==> config.mk <==
export PLATFORM = sky130hd
export DESIGN_NAME = eth_frame_tx
export DESIGN_NICKNAME = d
export VERILOG_FILES = /design/src/rtl/eth_frame_tx.sv
export SDC_FILE = /design/constraint.sdc
export NUM_CORES = 1
export LEC_CHECK = 0
export CAP_MARGIN = 30
export CORE_AREA = 2 2 81 122
export DETAILED_ROUTE_END_ITERATION = 12
export DIE_AREA = 0 0 83 124
export PLACE_DENSITY = 0.85
export SYNTH_ARGS = -nofsm -noshare
export SYNTH_HDL_FRONTEND = slang
export SYNTH_SLANG_ARGS = --single-unit
==> constraint.sdc <==
create_clock -name clk_i -period 9.1 [get_ports clk_i]
set_input_delay 1.82 -clock clk_i [delete_from_list [all_inputs] [get_ports clk_i]]
set_output_delay 1.82 -clock clk_i [all_outputs]
set_load 0.005 [all_outputs]
==> src/rtl/eth_frame_tx.sv <==
// Ethernet frame transmitter: 14-byte header, payload passthrough from upstream,
// zero-padding up to MIN_PAYLOAD and truncation beyond MAX_PAYLOAD.
module eth_frame_tx #(
  parameter logic [47:0] SRC_ADDR    = 48'h000000000000,
  parameter int unsigned MIN_PAYLOAD = 46,
  parameter int unsigned MAX_PAYLOAD = 1500
) (
  input  logic        clk_i,
  input  logic        rst_i,
  input  logic        start_i,
  input  logic [47:0] dest_mac_i,
  input  logic [15:0] ethertype_i,
  output logic        busy_o,
  input  logic [7:0]  s_payload_tdata_i,
  input  logic        s_payload_tvalid_i,
  input  logic        s_payload_tlast_i,
  output logic        s_payload_tready_o,
  output logic [7:0]  tx_axis_mac_tdata_o,
  output logic        tx_axis_mac_tvalid_o,
  output logic        tx_axis_mac_tlast_o,
  input  logic        tx_axis_mac_tready_i,
  output logic [15:0] frames_sent_o,
  output logic        trunc_o
);

  typedef enum logic [2:0] {IDLE, HDR, PAYLOAD, PAD, DROP} state_e;

  localparam logic [10:0] MIN_LAST = 11'(MIN_PAYLOAD - 1);
  localparam logic [10:0] MAX_LAST = 11'(MAX_PAYLOAD - 1);
  localparam logic [10:0] HDR_LAST = 11'd13;

  state_e      state_q, state_d;
  logic [10:0] cnt_q, cnt_d;
  logic [47:0] dest_q, dest_d;
  logic [15:0] etype_q, etype_d;
  logic [15:0] frames_q, frames_d;
  logic        trunc_q, trunc_d;

  logic [111:0] hdr;
  logic [7:0]   hdr_byte;
  logic [7:0]   tdata;
  logic         tvalid, tlast, s_ready;
  logic         tx_hs, in_hs;

  // Header laid out in network order; byte 0 is the most significant byte.
  always_comb begin
    hdr      = {dest_q, SRC_ADDR, etype_q};
    hdr_byte = '0;
    for (int unsigned i = 0; i < 14; i++) begin
      if (cnt_q == 11'(i)) hdr_byte = hdr[8*(13-i) +: 8];
    end
  end

  always_comb begin
    tdata   = '0;
    tvalid  = 1'b0;
    tlast   = 1'b0;
    s_ready = 1'b0;
    case (state_q)
      HDR: begin
        tdata  = hdr_byte;
        tvalid = 1'b1;
      end
      PAYLOAD: begin
        tdata   = s_payload_tdata_i;
        tvalid  = s_payload_tvalid_i;
        s_ready = tx_axis_mac_tready_i;
        // Index MAX_LAST always ends the frame: either a natural last byte or a truncation.
        tlast   = (s_payload_tlast_i && (cnt_q >= MIN_LAST)) || (cnt_q == MAX_LAST);
      end
      PAD: begin
        tvalid = 1'b1;
        tlast  = (cnt_q == MIN_LAST);
      end
      DROP: s_ready = 1'b1;
      default: ;
    endcase
  end

  assign tx_hs = tvalid && tx_axis_mac_tready_i;
  assign in_hs = s_payload_tvalid_i && s_ready;

  always_comb begin
    state_d  = state_q;
    cnt_d    = cnt_q;
    dest_d   = dest_q;
    etype_d  = etype_q;
    frames_d = frames_q;
    trunc_d  = 1'b0;
    if (tx_hs && tlast) frames_d = frames_q + 16'd1;
    case (state_q)
      IDLE: begin
        if (start_i) begin
          dest_d  = dest_mac_i;
          etype_d = ethertype_i;
          cnt_d   = '0;
          state_d = HDR;
        end
      end
      HDR: begin
        if (tx_hs) begin
          if (cnt_q == HDR_LAST) begin
            cnt_d   = '0;
            state_d = PAYLOAD;
          end else begin
            cnt_d = cnt_q + 11'd1;
          end
        end
      end
      PAYLOAD: begin
        if (tx_hs) begin
          cnt_d = cnt_q + 11'd1;
          if (s_payload_tlast_i) begin
            state_d = (cnt_q >= MIN_LAST) ? IDLE : PAD;
          end else if (cnt_q == MAX_LAST) begin
            state_d = DROP;
            trunc_d = 1'b1;
          end
        end
      end
      PAD: begin
        if (tx_hs) begin
          cnt_d = cnt_q + 11'd1;
          if (cnt_q == MIN_LAST) state_d = IDLE;
        end
      end
      DROP: begin
        if (in_hs && s_payload_tlast_i) state_d = IDLE;
      end
      default: state_d = IDLE;
    endcase
  end

  always_ff @(posedge clk_i or posedge rst_i) begin
    if (rst_i) begin
      state_q  <= IDLE;
      cnt_q    <= '0;
      dest_q   <= '0;
      etype_q  <= '0;
      frames_q <= '0;
      trunc_q  <= 1'b0;
    end else begin
      state_q  <= state_d;
      cnt_q    <= cnt_d;
      dest_q   <= dest_d;
      etype_q  <= etype_d;
      frames_q <= frames_d;
      trunc_q  <= trunc_d;
    end
  end

  assign busy_o               = (state_q != IDLE);
  assign s_payload_tready_o   = s_ready;
  assign tx_axis_mac_tdata_o  = tdata;
  assign tx_axis_mac_tvalid_o = tvalid;
  assign tx_axis_mac_tlast_o  = tlast;
  assign frames_sent_o        = frames_q;
  assign trunc_o              = trunc_q;

endmodule

==> results.tsv, run 1 <==
stage	metric	value	unit
synth	asr flop ratio synth	100	%
final_layout	Finished Cell Area	0.00652	sq mm
critical_path	most used cell, CP	clkdlybuf4s50_1	
detailed_routing	Iter 0 DRT Violations	330	
floorplanning	Die Wd	83	um
floorplanning	die height	124	um
pwr	Cell Pwr Density	286	mW/mm^2
placed_design	number of buffers added on ports	106	
cts	TritonCTS clock tree	done	
pwr	Clock Power Share	20.8	%
run_status	outcome	finished clean	
synth	Synth top cells by count	dfrtp_1, mux2_2, nand2_1, nor2_1, o21ai_0	
placed_design	Final GP Congestion	0.935	
timing	min cycle time layout	5.41	ns
synth	Synth cell types	58	
floorplanning	FP Rows	43	
timing	Final TNS setup	0	ns
placed_design	Placed Area	0.00621	sq mm
synth	top_reg_cell synth	dfrtp_1	
synth	Simple-Gate Fraction of Synth Area	17.9	%
global_routing	first-pass GRT wire length	21.6	mm
critical_path	kind of critical path	in -> out	
cts	postcts setup bufs	0	
pwr	Static Leakage	2.64	nW
timing	Layout Skew	0.00729	ns
critical_path	WP data required	7.28	ns
cts	Sink Count	95	
detailed_routing	length of the first detailed-routing pass in iterations	5	
detailed_routing	Routed Antenna Nets	0	
cts	root buf cell	clkbuf_16	
global_routing	gr usage total	26.6	%
critical_path	type of origin of the critical path	input port	
timing	Hold Fails Final Rpt	0	
final_layout	Net count, final	676	
synth	number of synthesized flops with an enable pin	0	
timing	Final Setup Violations	0	
min_path	worst hold path class	reg -> reg	
detailed_routing	routed vias	4326	
detailed_routing	post-route DRC violation count	0	
critical_path	crit path DAT	3.59	ns
timing	relative slew slack	45.2	%
critical_path	Worst Setup End Kind	output port	
global_routing	initial antenna violation count	0	
detailed_routing	drt wl/cell	18.7	um
pwr	Sw Pwr	0.692	mW
job	MaxCap Viol Count	0	
synth	Gate Count Post-Synth	499	
global_routing	remaining global-route overflow	0	
pwr	final total power	1.87	mW
synth	register bit total from synthesis	95	
floorplanning	die area	0.0103	sq mm
synth	most common cell in the netlist	dfrtp_1	
final_layout	Area Overhead vs Synth	27.7	%
cts	TritonCTS Buffers	9	
final_layout	non-filler cells in the finished layout	710	
critical_path	critical path's largest stage delay	0.57	ns
synth	Syn Area/Cell	10.2	sq um
synth	Seq/Total Area, Yosys	46.6	%
detailed_routing	final WL	13.3	mm
synth	Mapped Nets	582	
floorplanning	Boundary Pins	107	
cts	Clock transition at path regs	0.06	ns
cts	Post-CTS Resized	0	
timing	period utilization	59.5	%
synth	Synth Area in Adders	1.23	%
synth	post-synthesis mux area share	14.3	%
synth	share of the synthesized area in the top cell type	46.6	%
pwr	Switching Fraction	37.1	%
synth	main combinational cell family by area after synthesis	simple AND/OR/NAND/NOR gates	
cts	H-tree depth	3	
pwr	internal power component	1.17	mW
final_layout	fraction of layout cells with a size suffix above 1	17.6	%
global_routing	vias in the first global route	4385	
synth	warnings from Yosys	0	
critical_path	slowest cell on the critical path	clkdlybuf4s50_1	
pwr	sequential power share	38.1	%
global_routing	largest net degree at the start of global routing	65	
pwr	Logic pwr share	41.1	%
final_layout	antenna cells	0	
detailed_routing	DR vias/cell	6.09	
synth	post-synthesis xor/xnor area fraction	3.09	%
floorplanning	initial cell density of the core	55.5	%
cts	Clock Latency Late Sink	0.34	ns
cts	Post-CTS Hold Fix Bufs	0	
synth	Synth Cell Area	0.00510	sq mm
synth	Yosys top cell by area	dfrtp_1	
placed_design	DP HPWL	9.67	mm
critical_path	cells along the critical path	clkdlybuf4s50_1 > nand2_1 > a21oi_1 > or2_1 > clkdlybuf4s50_1	
placed_design	# placed instances	694	
timing	fmax	185	MHz
timing	RSZ-0062 raised after global routing	false	
pwr	peak supply drop	180	uV
synth	synth top area cells	dfrtp_1, mux2_2, o21ai_0, nand2_1, nor2_1	
timing	slew at the pin closest to its max-slew limit	0.822	ns
critical_path	Worst Path Max Fanout	8	
synth	complex-gate fraction of the synthesized area	13.9	%
cts	Bufs on Longest Clock Path	2	
timing	final slew viol count	0	
floorplanning	core area	0.00920	sq mm
cells by family (layout without fill, tap and decap cells):
logic type / count (synthesis) / in the layout
adders and majority gates: 5 / 5
buffers and inverters: 35 / 134
xor gates and xnor gates: 18 / 18
DFF: 95 / 95
AOI/OAI and AO/OA: 110 / 110
muxes: 65 / 65
and+or+nand+nor: 171 / 171
critical path: cells and delay by family:
kind,cells,cell delay [ns]
buf+inv,2,1.12
compound gates,1,0.26
simple gates,2,0.38
registers in the layout, indices dropped and copies added, names as in the netlist:
name,flops
trunc_o,1
state_q,3
dest_q,48
etype_q,16
frames_sent_o,16
cnt_q,11
stage by stage:
| stage | setup WS (ns) | util (%) | hold WS (ns) |
|---|---|---|---|
| finish | 3.69 | 70.9 | 0.479 |
| global route | 3.59 | 70.9 | 0.499 |
| CTS | 3.70 | 70.9 | 0.470 |
| detailed placement | 3.70 | 67.5 | 0.457 |
| global placement | 3.76 | 67.5 | 0.455 |
| floorplan | 4.80 | - | 0.458 |
power groups by stage:
stage	logic [mW]	clock network [mW]	registers [mW]
3_5_place_dp	0.751	0	0.714
2_1_floorplan	0.548	0	0.650
5_1_grt	0.836	0.409	0.728
3_3_place_gp	0.728	0	0.704
4_1_cts	0.758	0.392	0.708
6_report	0.766	0.389	0.711
per-layer routing:
layer  global-route usage, %  part of all wire [%]
met1                    30.7                    38
met2                    47.6                    52
met3                    4.64                   5.6
met4                    13.7                   4.2
met5                       0                     0
placed cells by master (no fill, tap or decap), types with 3 or more instances in the layout:
master             n
a31o_1             6
nand4_1           10
o21ai_0           39
a211oi_1           6
nor2_1            42
nor4_2             4
nor3_2             4
or3_1              3
nand2_1           49
a21oi_1           26
and3_1             4
mux2_1             4
o31ai_1            4
inv_1              7
xnor2_1           12
ha_1               5
nand3_1           12
or2_0              5
a31oi_1            9
xor2_1             6
clkdlybuf4s50_1  106
dfrtp_1           95
or2_1              3
a211o_1            3
nor2b_1            3
nand2b_1          10
buf_4              4
mux2_2            61
nor3_1             6
clkbuf_16          9
cell type report:
| cell class | instances | area, sq um |
|---|---|---|
| fillers | 642 | 2680 |
| multi-input cells | 369 | 2570 |
| flip-flops and latches | 95 | 2380 |
| repair buffers | 110 | 1090 |
| clock buffers | 10 | 239 |
| well taps | 112 | 140 |
| clock inverters | 6 | 68.8 |
| inverters | 8 | 31.3 |
worst paths after layout:
path / from / end / slack, ns / cells past startpoint
worst max-delay path: s_payload_tlast_i / tx_axis_mac_tlast_o / 3.69 / 5
worst min-delay path: frames_sent_o[15]$_DFFE_PP0P_ / frames_sent_o[15]$_DFFE_PP0P_ / 0.48 / 1
worst max register to register: cnt_q[1]$_DFFE_PP0P_ / cnt_q[1]$_DFFE_PP0P_ / 6.38 / 7
worst min register to register: frames_sent_o[15]$_DFFE_PP0P_ / frames_sent_o[15]$_DFFE_PP0P_ / 0.48 / 1
max in group asynchronous: rst_i / dest_q[18]$_DFFE_PP0P_ / 6.08 / 3
min in group asynchronous: rst_i / etype_q[2]$_DFFE_PP0P_ / 1.89 / 2
Power figures use the tool's default switching activity.
==> inputs of run 2 (changes only) <==
--- a/config.mk
+++ b/config.mk
@@ -6,10 +6,10 @@
 export NUM_CORES = 1
 export LEC_CHECK = 0
 export CAP_MARGIN = 30
-export CORE_AREA = 2 2 81 122
+export CORE_AREA = 2 2 84 127
 export DETAILED_ROUTE_END_ITERATION = 12
-export DIE_AREA = 0 0 83 124
-export PLACE_DENSITY = 0.85
+export DIE_AREA = 0 0 86 129
+export PLACE_DENSITY = 0.8
 export SYNTH_ARGS = -nofsm -noshare
 export SYNTH_HDL_FRONTEND = slang
 export SYNTH_SLANG_ARGS = --single-unit
==> constraint.sdc (replaced) <==
create_clock -name clk_i -period 5.1 [get_ports clk_i]
set_input_delay 1.02 -clock clk_i [delete_from_list [all_inputs] [get_ports clk_i]]
set_output_delay 1.02 -clock clk_i [all_outputs]
set_load 0.005 [all_outputs]
==> results.tsv, run 2 (same netlist as run 1, synthesis figures left out) <==
stage	metric	value	unit	change
floorplanning	initial cell density of the core	51.2	%	was 55.5%
run_status	outcome	finished clean		unchanged
critical_path	WP data required	4.08	ns	was 7.28 ns
critical_path	crit path DAT	3.35	ns	was 3.59 ns
global_routing	first-pass GRT wire length	21.7	mm	was 21.6 mm
final_layout	Net count, final	677		was 676
placed_design	DP HPWL	10.2	mm	was 9.67 mm
timing	Layout Skew	0.00684	ns	was 0.00729 ns
floorplanning	FP Rows	45		was 43
floorplanning	core area	0.00997	sq mm	was 0.00920 sq mm
global_routing	gr usage total	25.3	%	was 26.6%
final_layout	max reg flops	48		unchanged
pwr	Cell Pwr Density	503	mW/mm^2	was 286 mW/mm^2
placed_design	number of buffers added on ports	106		unchanged
pwr	sequential power share	38.9	%	was 38.1%
timing	Final TNS setup	0	ns	unchanged
floorplanning	die area	0.0111	sq mm	was 0.0103 sq mm
pwr	peak supply drop	273	uV	was 180 uV
cts	TritonCTS clock tree	done		unchanged
job	MaxCap Viol Count	0		unchanged
critical_path	Worst Setup End Kind	output port		unchanged
final_layout	Biggest register	dest_q		unchanged
cts	TritonCTS Buffers	9		unchanged
detailed_routing	Routed Antenna Nets	0		unchanged
final_layout	antenna cells	0		unchanged
cts	postcts setup bufs	0		unchanged
floorplanning	Die Wd	86	um	was 83 um
placed_design	Final GP Congestion	0.926		was 0.935
critical_path	cells along the critical path	inv_1 > ha_1 > buf_4 > o21ai_0 > a211o_1 > o21ai_0 > a211o_1 > o31ai_1 > clkdlybuf4s50_1		was clkdlybuf4s50_1 > nand2_1 > a21oi_1 > or2_1 > clkdlybuf4s50_1
cts	Post-CTS Resized	0		unchanged
critical_path	type of origin of the critical path	register		was input port
cts	Post-CTS Hold Fix Bufs	0		unchanged
floorplanning	Boundary Pins	107		unchanged
global_routing	largest net degree at the start of global routing	52		was 65
cts	Sink Count	95		unchanged
critical_path	slowest cell on the critical path	clkdlybuf4s50_1		unchanged
critical_path	Worst Path Max Fanout	23		was 8
global_routing	initial antenna violation count	0		unchanged
detailed_routing	final WL	13.3	mm	about the same
detailed_routing	length of the first detailed-routing pass in iterations	5		unchanged
cts	Clock Latency Late Sink	0.34	ns	about the same
timing	slew at the pin closest to its max-slew limit	0.725	ns	was 0.822 ns
timing	Final Setup Violations	0		unchanged
cts	Clock transition at path regs	0.07	ns	was 0.06 ns
min_path	worst hold path class	reg -> reg		unchanged
pwr	Switching Fraction	36.3	%	was 37.1%
critical_path	kind of critical path	reg -> out		was in -> out
timing	fmax	229	MHz	
pwr	Clock Power Share	20.9	%	was 20.8%
global_routing	remaining global-route overflow	0		unchanged
timing	final slew viol count	0		unchanged
pwr	Logic pwr share	40.3	%	was 41.1%
pwr	Sw Pwr	1.20	mW	was 0.692 mW
critical_path	critical path's largest stage delay	0.56	ns	was 0.57 ns
final_layout	commonest cells after routing, fill and taps aside	clkdlybuf4s50_1, dfrtp_1, mux2_2		unchanged
detailed_routing	DR vias/cell	5.96		was 6.09
timing	min cycle time layout	4.37	ns	
detailed_routing	post-route DRC violation count	0		unchanged
critical_path	r2r setup slk	2.12	ns	was 6.38 ns
final_layout	commonest non-fill, non-tap cell in the layout	clkdlybuf4s50_1		unchanged
cts	Bufs on Longest Clock Path	2		unchanged
final_layout	fraction of layout cells with a size suffix above 1	17.5	%	was 17.6%
timing	relative slew slack	51.6	%	was 45.2%
final_layout	Area Overhead vs Synth	28.4	%	was 27.7%
placed_design	pre-CTS WS	1.15	ns	was 3.70 ns
cts	root buf cell	clkbuf_16		unchanged
timing	Hold Fails Final Rpt	0		unchanged
detailed_routing	Iter 0 DRT Violations	283		was 330
detailed_routing	drt wl/cell	18.6	um	was 18.7 um
pwr	internal power component	2.10	mW	was 1.17 mW
timing	slack of the critical path	0.734	ns	was 3.69 ns
cts	H-tree depth	3		unchanged
timing	period utilization	85.6	%	
pwr	Static Leakage	2.65	nW	was 2.64 nW
detailed_routing	routed vias	4266		was 4326
timing	RSZ-0062 raised after global routing	false		unchanged
floorplanning	die height	129	um	was 124 um
global_routing	vias in the first global route	4458		was 4385
-- run 2: final cells by class --
type,count,area [sq um]
Inverter,8,31.3
Clock inverter,5,65.1
Multi-Input combinational cell,369,2570
Sequential cell,95,2380
Timing Repair Buffer,111,1120
Tap cell,117,146
Fill cell,772,3410
Clock buffer,11,243
-- run 2: final timing paths --
check                                              start                            end  cells past startpoint
setup reg to reg                    cnt_q[1]$_DFFE_PP0P_           cnt_q[0]$_DFFE_PP0P_                      7
hold / removal             frames_sent_o[15]$_DFFE_PP0P_  frames_sent_o[15]$_DFFE_PP0P_                      1
min in group asynchronous                          rst_i         etype_q[4]$_DFFE_PP0P_                      2
setup / recovery                    cnt_q[1]$_DFFE_PP0P_         tx_axis_mac_tdata_o[0]                      9
max in group asynchronous                          rst_i   frames_sent_o[2]$_DFFE_PP0P_                      3
hold reg to reg            frames_sent_o[15]$_DFFE_PP0P_  frames_sent_o[15]$_DFFE_PP0P_                      1
-- run 2: through the flow --
step | cell area (sq um) | std cells | power, mW | hold slack [ns] | util, %
2_1_floorplan | 5100 | 499 | 2.14 | 0.458 | -
3_3_place_gp | 6220 | 699 | 2.54 | 0.456 | 62.4
3_5_place_dp | 6250 | 700 | 2.61 | 0.457 | 62.7
4_1_cts | 6550 | 716 | 3.30 | 0.470 | 65.8
5_1_grt | 6550 | 716 | 3.50 | 0.504 | 65.8
6_report | 6550 | 716 | 3.30 | 0.467 | 65.8
-- run 2: layer usage --
layer,up-vias,global-route usage [%],part of all wire (%)
li1,1972,-,-
met1,2079,27.1,37
met3,48,5.07,5.1
met4,0,14.3,5.4
met2,167,45.7,53
met5,-,0,0
-- run 2: critical path: cells and delay by family (launching register included) --
kind / cells / cell delay [ns]
flip-flops: 1 / 0.45
buffers and inverters: 3 / 0.98
adder cells (fa/ha/maj): 1 / 0.39
AO/OA/AOI/OAI: 5 / 1.17
-- run 2: power groups by stage --
| stage | Combinational (mW) | Clock (mW) | Sequential (mW) |
|---|---|---|---|
| 3_5_place_dp | 1.32 | 0 | 1.29 |
| 4_1_cts | 1.32 | 0.697 | 1.28 |
| 6_report | 1.33 | 0.689 | 1.28 |
| 5_1_grt | 1.46 | 0.729 | 1.32 |
| 3_3_place_gp | 1.26 | 0 | 1.28 |
| 2_1_floorplan | 0.979 | 0 | 1.16 |
==> inputs of run 3 (changes only) <==
--- a/config.mk
+++ b/config.mk
@@ -5,7 +5,6 @@
 export SDC_FILE = /design/constraint.sdc
 export NUM_CORES = 1
 export LEC_CHECK = 0
-export CAP_MARGIN = 30
 export CORE_AREA = 2 2 84 127
 export DETAILED_ROUTE_END_ITERATION = 12
 export DIE_AREA = 0 0 86 129
==> results.tsv, run 3 (same netlist as run 1, synthesis figures left out) <==
stage	metric	value	unit	change
detailed_routing	routed vias	4196		was 4266
floorplanning	Boundary Pins	107		unchanged
cts	Clock Latency Late Sink	0.34	ns	about the same
cts	TritonCTS Buffers	9		unchanged
global_routing	vias in the first global route	4406		was 4458
final_layout	end-of-flow core utilization	65.3	%	was 65.8%
detailed_routing	Routed Antenna Nets	0		unchanged
final_layout	commonest non-fill, non-tap cell in the layout	clkdlybuf4s50_1		unchanged
timing	slew at the pin closest to its max-slew limit	1.05	ns	was 0.725 ns
timing	Final Setup Violations	0		unchanged
final_layout	Biggest register	dest_q		unchanged
cts	Bufs on Longest Clock Path	2		unchanged
cts	H-tree depth	3		unchanged
cts	Sink Count	95		unchanged
timing	Hold Fails Final Rpt	0		unchanged
min_path	worst hold path class	reg -> reg		unchanged
critical_path	kind of critical path	reg -> out		unchanged
global_routing	gr usage total	24.9	%	was 25.3%
critical_path	Worst Setup End Kind	output port		unchanged
critical_path	Worst Path Max Fanout	23		unchanged
placed_design	Placed Area	0.00622	sq mm	was 0.00625 sq mm
final_layout	Finished Cell Area	0.00651	sq mm	was 0.00655 sq mm
global_routing	first-pass GRT wire length	21.3	mm	was 21.7 mm
final_layout	commonest cells after routing, fill and taps aside	clkdlybuf4s50_1, dfrtp_1, mux2_2		unchanged
final_layout	fraction of layout cells with a size suffix above 1	17.3	%	was 17.5%
placed_design	Final GP Congestion	0.926		unchanged
placed_design	DP HPWL	10.0	mm	was 10.2 mm
timing	min cycle time layout	4.36	ns	was 4.37 ns
critical_path	WP data required	4.08	ns	about the same
final_layout	Area Overhead vs Synth	27.5	%	was 28.4%
final_layout	antenna cells	0		unchanged
cts	root buf cell	clkbuf_16		unchanged
final_layout	non-filler cells in the finished layout	714		was 716
pwr	Cell Pwr Density	502	mW/mm^2	was 503 mW/mm^2
timing	RSZ-0062 raised after global routing	false		unchanged
placed_design	number of buffers added on ports	106		unchanged
detailed_routing	Iter 0 DRT Violations	231		was 283
floorplanning	initial cell density of the core	51.2	%	unchanged
cts	Post-CTS Hold Fix Bufs	0		unchanged
detailed_routing	drt wl/cell	18.4	um	was 18.6 um
critical_path	slowest cell on the critical path	clkdlybuf4s50_1		unchanged
global_routing	initial antenna violation count	0		unchanged
final_layout	max reg flops	48		unchanged
critical_path	cells along the critical path	inv_1 > ha_1 > buf_4 > o21ai_0 > a211o_1 > o21ai_0 > a211o_1 > o31ai_1 > clkdlybuf4s50_1		unchanged
timing	fmax	229	MHz	about the same
placed_design	pre-CTS WS	1.16	ns	was 1.15 ns
timing	Layout Skew	0.00605	ns	was 0.00684 ns
floorplanning	die height	129	um	unchanged
timing	slack of the critical path	0.736	ns	was 0.734 ns
final_layout	Net count, final	676		was 677
timing	Final TNS setup	0	ns	unchanged
global_routing	remaining global-route overflow	0		unchanged
run_status	outcome	finished clean		unchanged
detailed_routing	DR vias/cell	5.88		was 5.96
floorplanning	die area	0.0111	sq mm	unchanged
timing	worst hold margin	0.465	ns	was 0.467 ns
critical_path	type of origin of the critical path	register		unchanged
floorplanning	Die Wd	86	um	unchanged
job	MaxCap Viol Count	0		unchanged
detailed_routing	length of the first detailed-routing pass in iterations	4		was 5
detailed_routing	final WL	13.1	mm	was 13.3 mm
floorplanning	FP Rows	45		unchanged
global_routing	largest net degree at the start of global routing	63		was 52
floorplanning	core area	0.00997	sq mm	unchanged
pwr	Static Leakage	2.62	nW	was 2.65 nW
cts	Clock transition at path regs	0.06	ns	was 0.07 ns
timing	final slew viol count	0		unchanged
detailed_routing	post-route DRC violation count	0		unchanged
placed_design	# placed instances	699		was 700
timing	period utilization	85.6	%	about the same
timing	relative slew slack	29.8	%	was 51.6%
pwr	peak supply drop	382	uV	was 273 uV
pwr	final total power	3.26	mW	was 3.30 mW
final_layout	fillers	791		was 772
cts	postcts setup bufs	0		unchanged
cts	Post-CTS Resized	0		unchanged
cts	TritonCTS clock tree	done		unchanged
critical_path	crit path DAT	3.34	ns	was 3.35 ns
critical_path	critical path's largest stage delay	0.57	ns	was 0.56 ns
run 3: cell count changes in the layout (fill, tap and decap cells not counted):
cell | previous run | this run
clkinv_4 | 2 | 0
clkinvlp_4 | 0 | 2
buf_16 | 1 | 0
clkbuf_8 | 1 | 0
clkinv_2 | 1 | 2
inv_6 | 2 | 1
run 3: path summary, 6_finish.rpt:
path / start / to / slack (ns) / depth (start not counted)
min in group asynchronous: rst_i / etype_q[3]$_DFFE_PP0P_ / 1.22 / 2
setup / recovery: cnt_q[1]$_DFFE_PP0P_ / tx_axis_mac_tdata_o[0] / 0.74 / 9
hold / removal: frames_sent_o[15]$_DFFE_PP0P_ / frames_sent_o[15]$_DFFE_PP0P_ / 0.47 / 1
max in group asynchronous: rst_i / frames_sent_o[13]$_DFFE_PP0P_ / 2.86 / 3
setup reg to reg: cnt_q[1]$_DFFE_PP0P_ / cnt_q[0]$_DFFE_PP0P_ / 2.13 / 7
hold reg to reg: frames_sent_o[15]$_DFFE_PP0P_ / frames_sent_o[15]$_DFFE_PP0P_ / 0.47 / 1
run 3: layout make-up:
class                   count  area [sq um]  area share (%)
multi-input cells         369          2570            39.5
flip-flops and latches     95          2380            36.5
clock buffers              10           229            3.52
inverters                   8          31.3           0.481
repair buffers            110          1090            16.8
clock inverters             5          58.8           0.904
well taps                 117           146            2.25
run 3: where the power goes:
part | leakage (nW) | internal, mW | switching [mW]
Sequential | 1.18 | 1.04 | 0.245
Combinational | 1.31 | 0.661 | 0.659
Clock | 0.135 | 0.378 | 0.282
run 3: critical path: cells and delay by family (launching register included):
family	cells	cell delay [ns]
AO/OA/AOI/OAI	5	1.18
buffers and inverters	3	0.99
flip-flops	1	0.43
adder cells (fa/ha/maj)	1	0.40
run 3: metal layers:
layer	vias to the layer above	part of all wire (%)	track usage (%)
li1	1971	-	-
met1	2025	37	27.1
met2	153	52	43.9
met3	47	5.1	4.94
met4	0	5.7	15.4
met5	-	0	0
